--- src/rtl/irq_pending_sequencer.sv ---
// Latches 8 interrupt lines into a masked pending vector for an external priority encoder and
// converts the encoder result into a registered req/ack handshake; edge sources clear on ack.
module irq_pending_sequencer #(
  parameter logic [7:0] EDGE_SEL = 8'hFF,
  parameter logic [7:0] MASK_RST = 8'h00
) (
  input  logic       clk,
  input  logic       rst_n,
  input  logic [7:0] irq_in,
  input  logic       mask_we,
  input  logic [7:0] mask_wdata,
  output logic [7:0] pend_out,
  input  logic [2:0] enc_idx,
  input  logic       enc_valid,
  output logic       req,
  output logic [2:0] req_id,
  input  logic       ack,
  output logic [7:0] mask_q
);

  typedef enum logic {
    IDLE = 1'b0,
    REQ  = 1'b1
  } state_t;

  state_t     state_q, state_d;
  logic [7:0] irq_q;
  logic [7:0] pend_q, pend_d;
  logic [7:0] mask_d;
  logic       req_q, req_d;
  logic [2:0] req_id_q, req_id_d;
  logic [7:0] clr_vec;

  assign clr_vec = (state_q == REQ && ack) ? (8'b1 << req_id_q) : 8'b0;

  // A fresh edge is OR-ed in after the clear, so a same-cycle edge on the serviced bit survives.
  always_comb begin
    pend_d = pend_q;
    for (int i = 0; i < 8; i++) begin
      if (EDGE_SEL[i]) begin
        pend_d[i] = (pend_q[i] & ~clr_vec[i]) | (irq_in[i] & ~irq_q[i]);
      end else begin
        pend_d[i] = irq_in[i];
      end
    end
  end

  assign mask_d = mask_we ? mask_wdata : mask_q;

  always_comb begin
    state_d  = state_q;
    req_d    = req_q;
    req_id_d = req_id_q;
    case (state_q)
      IDLE: begin
        if (enc_valid) begin
          state_d  = REQ;
          req_d    = 1'b1;
          req_id_d = enc_idx;
        end
      end
      REQ: begin
        if (ack) begin
          state_d = IDLE;
          req_d   = 1'b0;
        end
      end
      default: begin
        state_d = IDLE;
        req_d   = 1'b0;
      end
    endcase
  end

  always_ff @(posedge clk or negedge rst_n) begin
    if (!rst_n) begin
      state_q  <= IDLE;
      irq_q    <= 8'h00;
      pend_q   <= 8'h00;
      mask_q   <= MASK_RST;
      req_q    <= 1'b0;
      req_id_q <= 3'd0;
    end else begin
      state_q  <= state_d;
      irq_q    <= irq_in;
      pend_q   <= pend_d;
      mask_q   <= mask_d;
      req_q    <= req_d;
      req_id_q <= req_id_d;
    end
  end

  assign pend_out = pend_q & mask_q;
  assign req      = req_q;
  assign req_id   = req_id_q;

endmodule

--- config.mk ---
export PLATFORM = sky130hd
export DESIGN_NAME = irq_pending_sequencer
export DESIGN_NICKNAME = d
export VERILOG_FILES = /design/src/rtl/irq_pending_sequencer.sv
export SDC_FILE = /design/constraint.sdc
export NUM_CORES = 1
export LEC_CHECK = 0
export BUFFER_PORTS_ARGS = -buffer_cell sky130_fd_sc_hd__buf_2
export CAP_MARGIN = 5
export CORE_MARGIN = 1.5
export CORE_UTILIZATION = 49
export DETAILED_ROUTE_END_ITERATION = 10
export PLACE_DENSITY = 0.92
export SKIP_CTS_REPAIR_TIMING = 1
export SLEW_MARGIN = 20
export SYNTH_ARGS = -nofsm -noshare
export SYNTH_HDL_FRONTEND = slang
export SYNTH_SLANG_ARGS = --single-unit
--- constraint.sdc ---
create_clock -name clk -period 2.8 [get_ports clk]
set_clock_uncertainty 0.1 [all_clocks]
set_input_delay 0.14 -clock clk [delete_from_list [all_inputs] [get_ports clk]]
set_output_delay 0.14 -clock clk [all_outputs]
set_load 0.005 [all_outputs]
# ---- After elaboration in Yosys (flattened, before gate mapping)
# Index checks and enable logic that the tools add are counted.
dict set report word_totals {
  reg_bits 29
  latchBits 0
  ram_bits 0
  mem_bits_ro 0
  input_bits 24
  output_inout_bits 20
  wordCells 61
  mem_count 0
}
dict set report op_classes {
  add_sub_neg 0
  mul 0
  div 0
  n_lt_le_gt_ge 0
  eq_ne 2
  n_shift 1
  mux 7
  bitwise 42
  n_reduce_logical 3
}
# cell count
set ops {}
lappend ops {{inverter 1 bit} 17}
lappend ops {{bitwise AND 1 bit} 16}
lappend ops {{bitwise AND 8 bit} 1}
lappend ops {{two-way mux 8 bit} 1}
lappend ops {{OR 1 bit} 8}
lappend ops {{left shift 1 x 3 -> 8 bit (first input constant)} 1}
lappend ops {{two-way mux 1 bit} 4}
lappend ops {{inequality test 2 bit (second input constant)} 2}
lappend ops {{one-hot mux 1 bit (2 select lines)} 2}
lappend ops {{AND reduction 2 bit} 2}
lappend ops {{logical AND 1 bit} 1}

# ---- Logic depth before layout (Yosys ltp)
dict set report depth {
  word_depth 5
  depth_mapped 3
  ltp_nobuf 3
}

# ---- Least setup slack after synthesis
# Ideal clock, no wire load.
dict set report synth_timing {
  path_type {register to register}
  start {register state_q}
  end {register req_id_q[0], in the netlist req_id[0]}
  setup_time_ns 0.125
  t_arrival_ns 0.916
  required_time_ns 2.575
  path_slack_ns 1.659
  path_stages_with_launch 3
  n_path_buf 0
  period_less_slack_ns 1.141
  cell_sequence {dfrtp_1 nor2b_2 mux2_2}
}
dict set report synth_between {
  elab_chain_cells 2
}
# item line
set synth_rtl {}
lappend synth_rtl {{start, declared} 26} ;# state_t state_q, state_d;
lappend synth_rtl {{start signal, assigned} 84} ;# state_q <= state_d;
lappend synth_rtl {{inverter 1 bit (no source line)} --}
lappend synth_rtl {{AND reduction 2 bit (no source line)} --}
lappend synth_rtl {{end signal, assigned} 89} ;# req_id_q <= req_id_d;
lappend synth_rtl {{end, declared} 31} ;# logic [2:0] req_id_q, req_id_d;
# No other way between the ends.
# A chain may end at the register's enable or synchronous reset.

# ---- Worst setup path after layout
dict set report layout_timing {
  start {input port enc_valid}
  end {register req_id_q[0], in the netlist req_id[0]}
}
dict set report layout_between {
  elab_chain_cells 1
}
# item line
set layout_rtl {}
lappend layout_rtl {{start, declared} 14} ;# input logic enc_valid,
lappend layout_rtl {{AND reduction 2 bit (no source line)} --}
# No other way between the ends.

==> flow_metrics.tcl <==
set metrics [dict create \
    antenna_found_initial 0 \
    die-area_sq_um 2500 \
    power.total_mw 0.921 \
    p_comb_frac 0.200 \
    grt_pass1_vias 847 \
    layout_min_cycle_time_ps 1270 \
    antenna_left 0 \
    synth_top_cell_by_area "dfrtp_1" \
    area_delta_synth_final_pct 46.5 \
    intPower_mw 0.670 \
    pwr-share-clk 0.249 \
    grt_use_total 0.210 \
    ys_types 16 \
    coreArea_sq_um 2020 \
    multiInputGateArea_sq_um 317 \
    grt_pass1_wl_mm 3.67 \
    portBuffers 43 \
    ys_ff_latch 29 \
    most-common-layout-cells "buf_2 (43), dfrtp_1 (29), dlygate4sd3_1 (21)" \
    critPathArrivalTime_ps 1370 \
    start_util 0.535 \
    slew_headroom 0.582 \
    status "finished, final reports clean" \
    die_h_microns 50.0 \
    post-route-drc-count 0 \
    clockBufferDepth 2 \
    synth_nets 107 \
    syn-cell-area_sq_um 1080 \
    p_sw_frac 0.272 \
    drt-total-wl_mm 2.71 \
    vias_per_cell 4.84 \
    ir_worst_vdd_mv 0.438 \
    final-seq-area_sq_um 726 \
    setup_tns_ps 0 \
    cts_buffers 5 \
    tritoncts "yes" \
    insertion_delay_ps 310 \
    nNetsFinal 177 \
    finalCritPeriodShare 0.453 \
    cp.required_ps 2900 \
    worst_pin_slew_ps 627 \
    drive_gt1_frac 0.390 \
    setup_viol 0 \
    crit_fanout 4 \
    clk_pin_slew_ps 80 \
    gp_congestion 0.720 \
    power.density_nw_per_um2 581 \
    avgRoutedWirePerCell_microns 15.0 \
    fmax_mhz 788 \
    path_class "primary input to flip-flop" \
    critPathCaptureType "flip-flop" \
    synthTopCellsByArea "dfrtp_1 (67%), mux2_2 (11%), o21ai_0 (5.6%), and2_1 (4.6%), inv_1 (3.1%)" \
    rsz0062_at_grt "false" \
    final_hold_viol_count 0 \
    final_common_cell "buf_2" \
    clkSinkCount 29 \
    antennaDiodeCount 0 \
    leakage_nw 0.755 \
    yosys_warnings 0 \
    hold_path.class "primary input to flip-flop" \
    rows 16 \
    cap_violations 0 \
    overflow 0 \
    io_pins 44 \
    synth_cells 83 \
    synth-seq-area-share 0.671 \
    slew_viol_final 0 \
    grt_max_degree 30 \
    netlist.area_leader.share 0.671 \
    cts_root_buf "clkbuf_4" \
    firstDrtPassIters 4 \
    vias 876 \
    htree_levels 2 \
    dieWidth_microns 50.0 \
    switching_power_mw 0.251 \
    syn_avg_cell_area_sq_um 13.0 \
    nFillCells 129 \
    start_kind "primary input" \
    timing.hold.ws_ps 34.4 \
    drt_iter0_markers 19 \
    sequentialPowerShare 0.551 \
]
## routing by layer
layer,up-vias,global-route usage,wire length [microns]
met4,0,0.162,55
met2,45,0.347,1450
met3,7,0.0727,168
li1,415,-,-
met5,-,0,0
met1,409,0.216,1040
## cells in the mapped netlist (all sizes together)
cell type and n:
nand2b 2, mux2 11, inv 9, a21o 1, and2 8, nand3b 1, o2bb2ai 1, nand3 1
dfrtp 29, o31ai 2, buf 1, o21ai 14, nand2 1, nor2 1, nor2b 1
## metrics by stage
step,instance area (sq um),utilization,worst slack (ps),std cells
CTS,1370,0.679,1550,160
global placement,1330,0.655,1640,152
floorplan,1080,-,1660,83
detailed placement,1330,0.655,1560,152
global route,1580,0.783,1440,181
finish,1580,0.783,1530,181
## power groups by stage
stage	clock network, mW	logic (mW)	registers (mW)
after floorplan	0	0.0725	0.505
after global placement	0	0.147	0.507
after detailed placement	0	0.156	0.513
after global routing	0.260	0.201	0.513
final	0.230	0.184	0.507
after CTS	0.237	0.156	0.505
## logic make-up (layout without fill, tap and decap cells)
group | count (synthesis) | after routing | synth area share
flip-flops | 29 | 29 | 0.671
AO/OA/AOI/OAI | 18 | 18 | 0.0938
buffers and inverters | 10 | 81 | 0.0359
AND/OR/NAND/NOR | 15 | 15 | 0.0845
multiplexers | 11 | 11 | 0.115
## worst max-delay path: stages
cell and delay (ps):
dlygate4sd3_1 520, buf_2 100, nor2b_2 240, mux2_2 370
## registers in the layout (all words and copies together), names as in the netlist
register / count
mask_q: 8
irq_q: 8
req_id: 3
pend_q: 8
state_q: 1
req: 1
## worst paths after layout
check | start | endpoint | slack, ps | cells past startpoint
max | enc_valid | req_id[0] | 1530 | 4
min | ack | req | 30 | 3
max reg2reg | req_id[2] | pend_q[0] | 1540 | 3
min reg2reg | irq_q[4] | pend_q[4] | 310 | 1
max in group asynchronous | rst_n | mask_q[1] | 1920 | 2
min in group asynchronous | rst_n | pend_q[6] | 270 | 2
## layout make-up
| class | instances | share of cell area |
|---|---|---|
| clock buffer | 8 | 0.0308 |
| tap | 27 | 0.0213 |
| sequential | 29 | 0.458 |
| timing repair buffer | 64 | 0.269 |
| multi-input combinational | 44 | 0.200 |
| inverter | 9 | 0.0213 |
No activity file was read; power rests on OpenSTA's default activity.
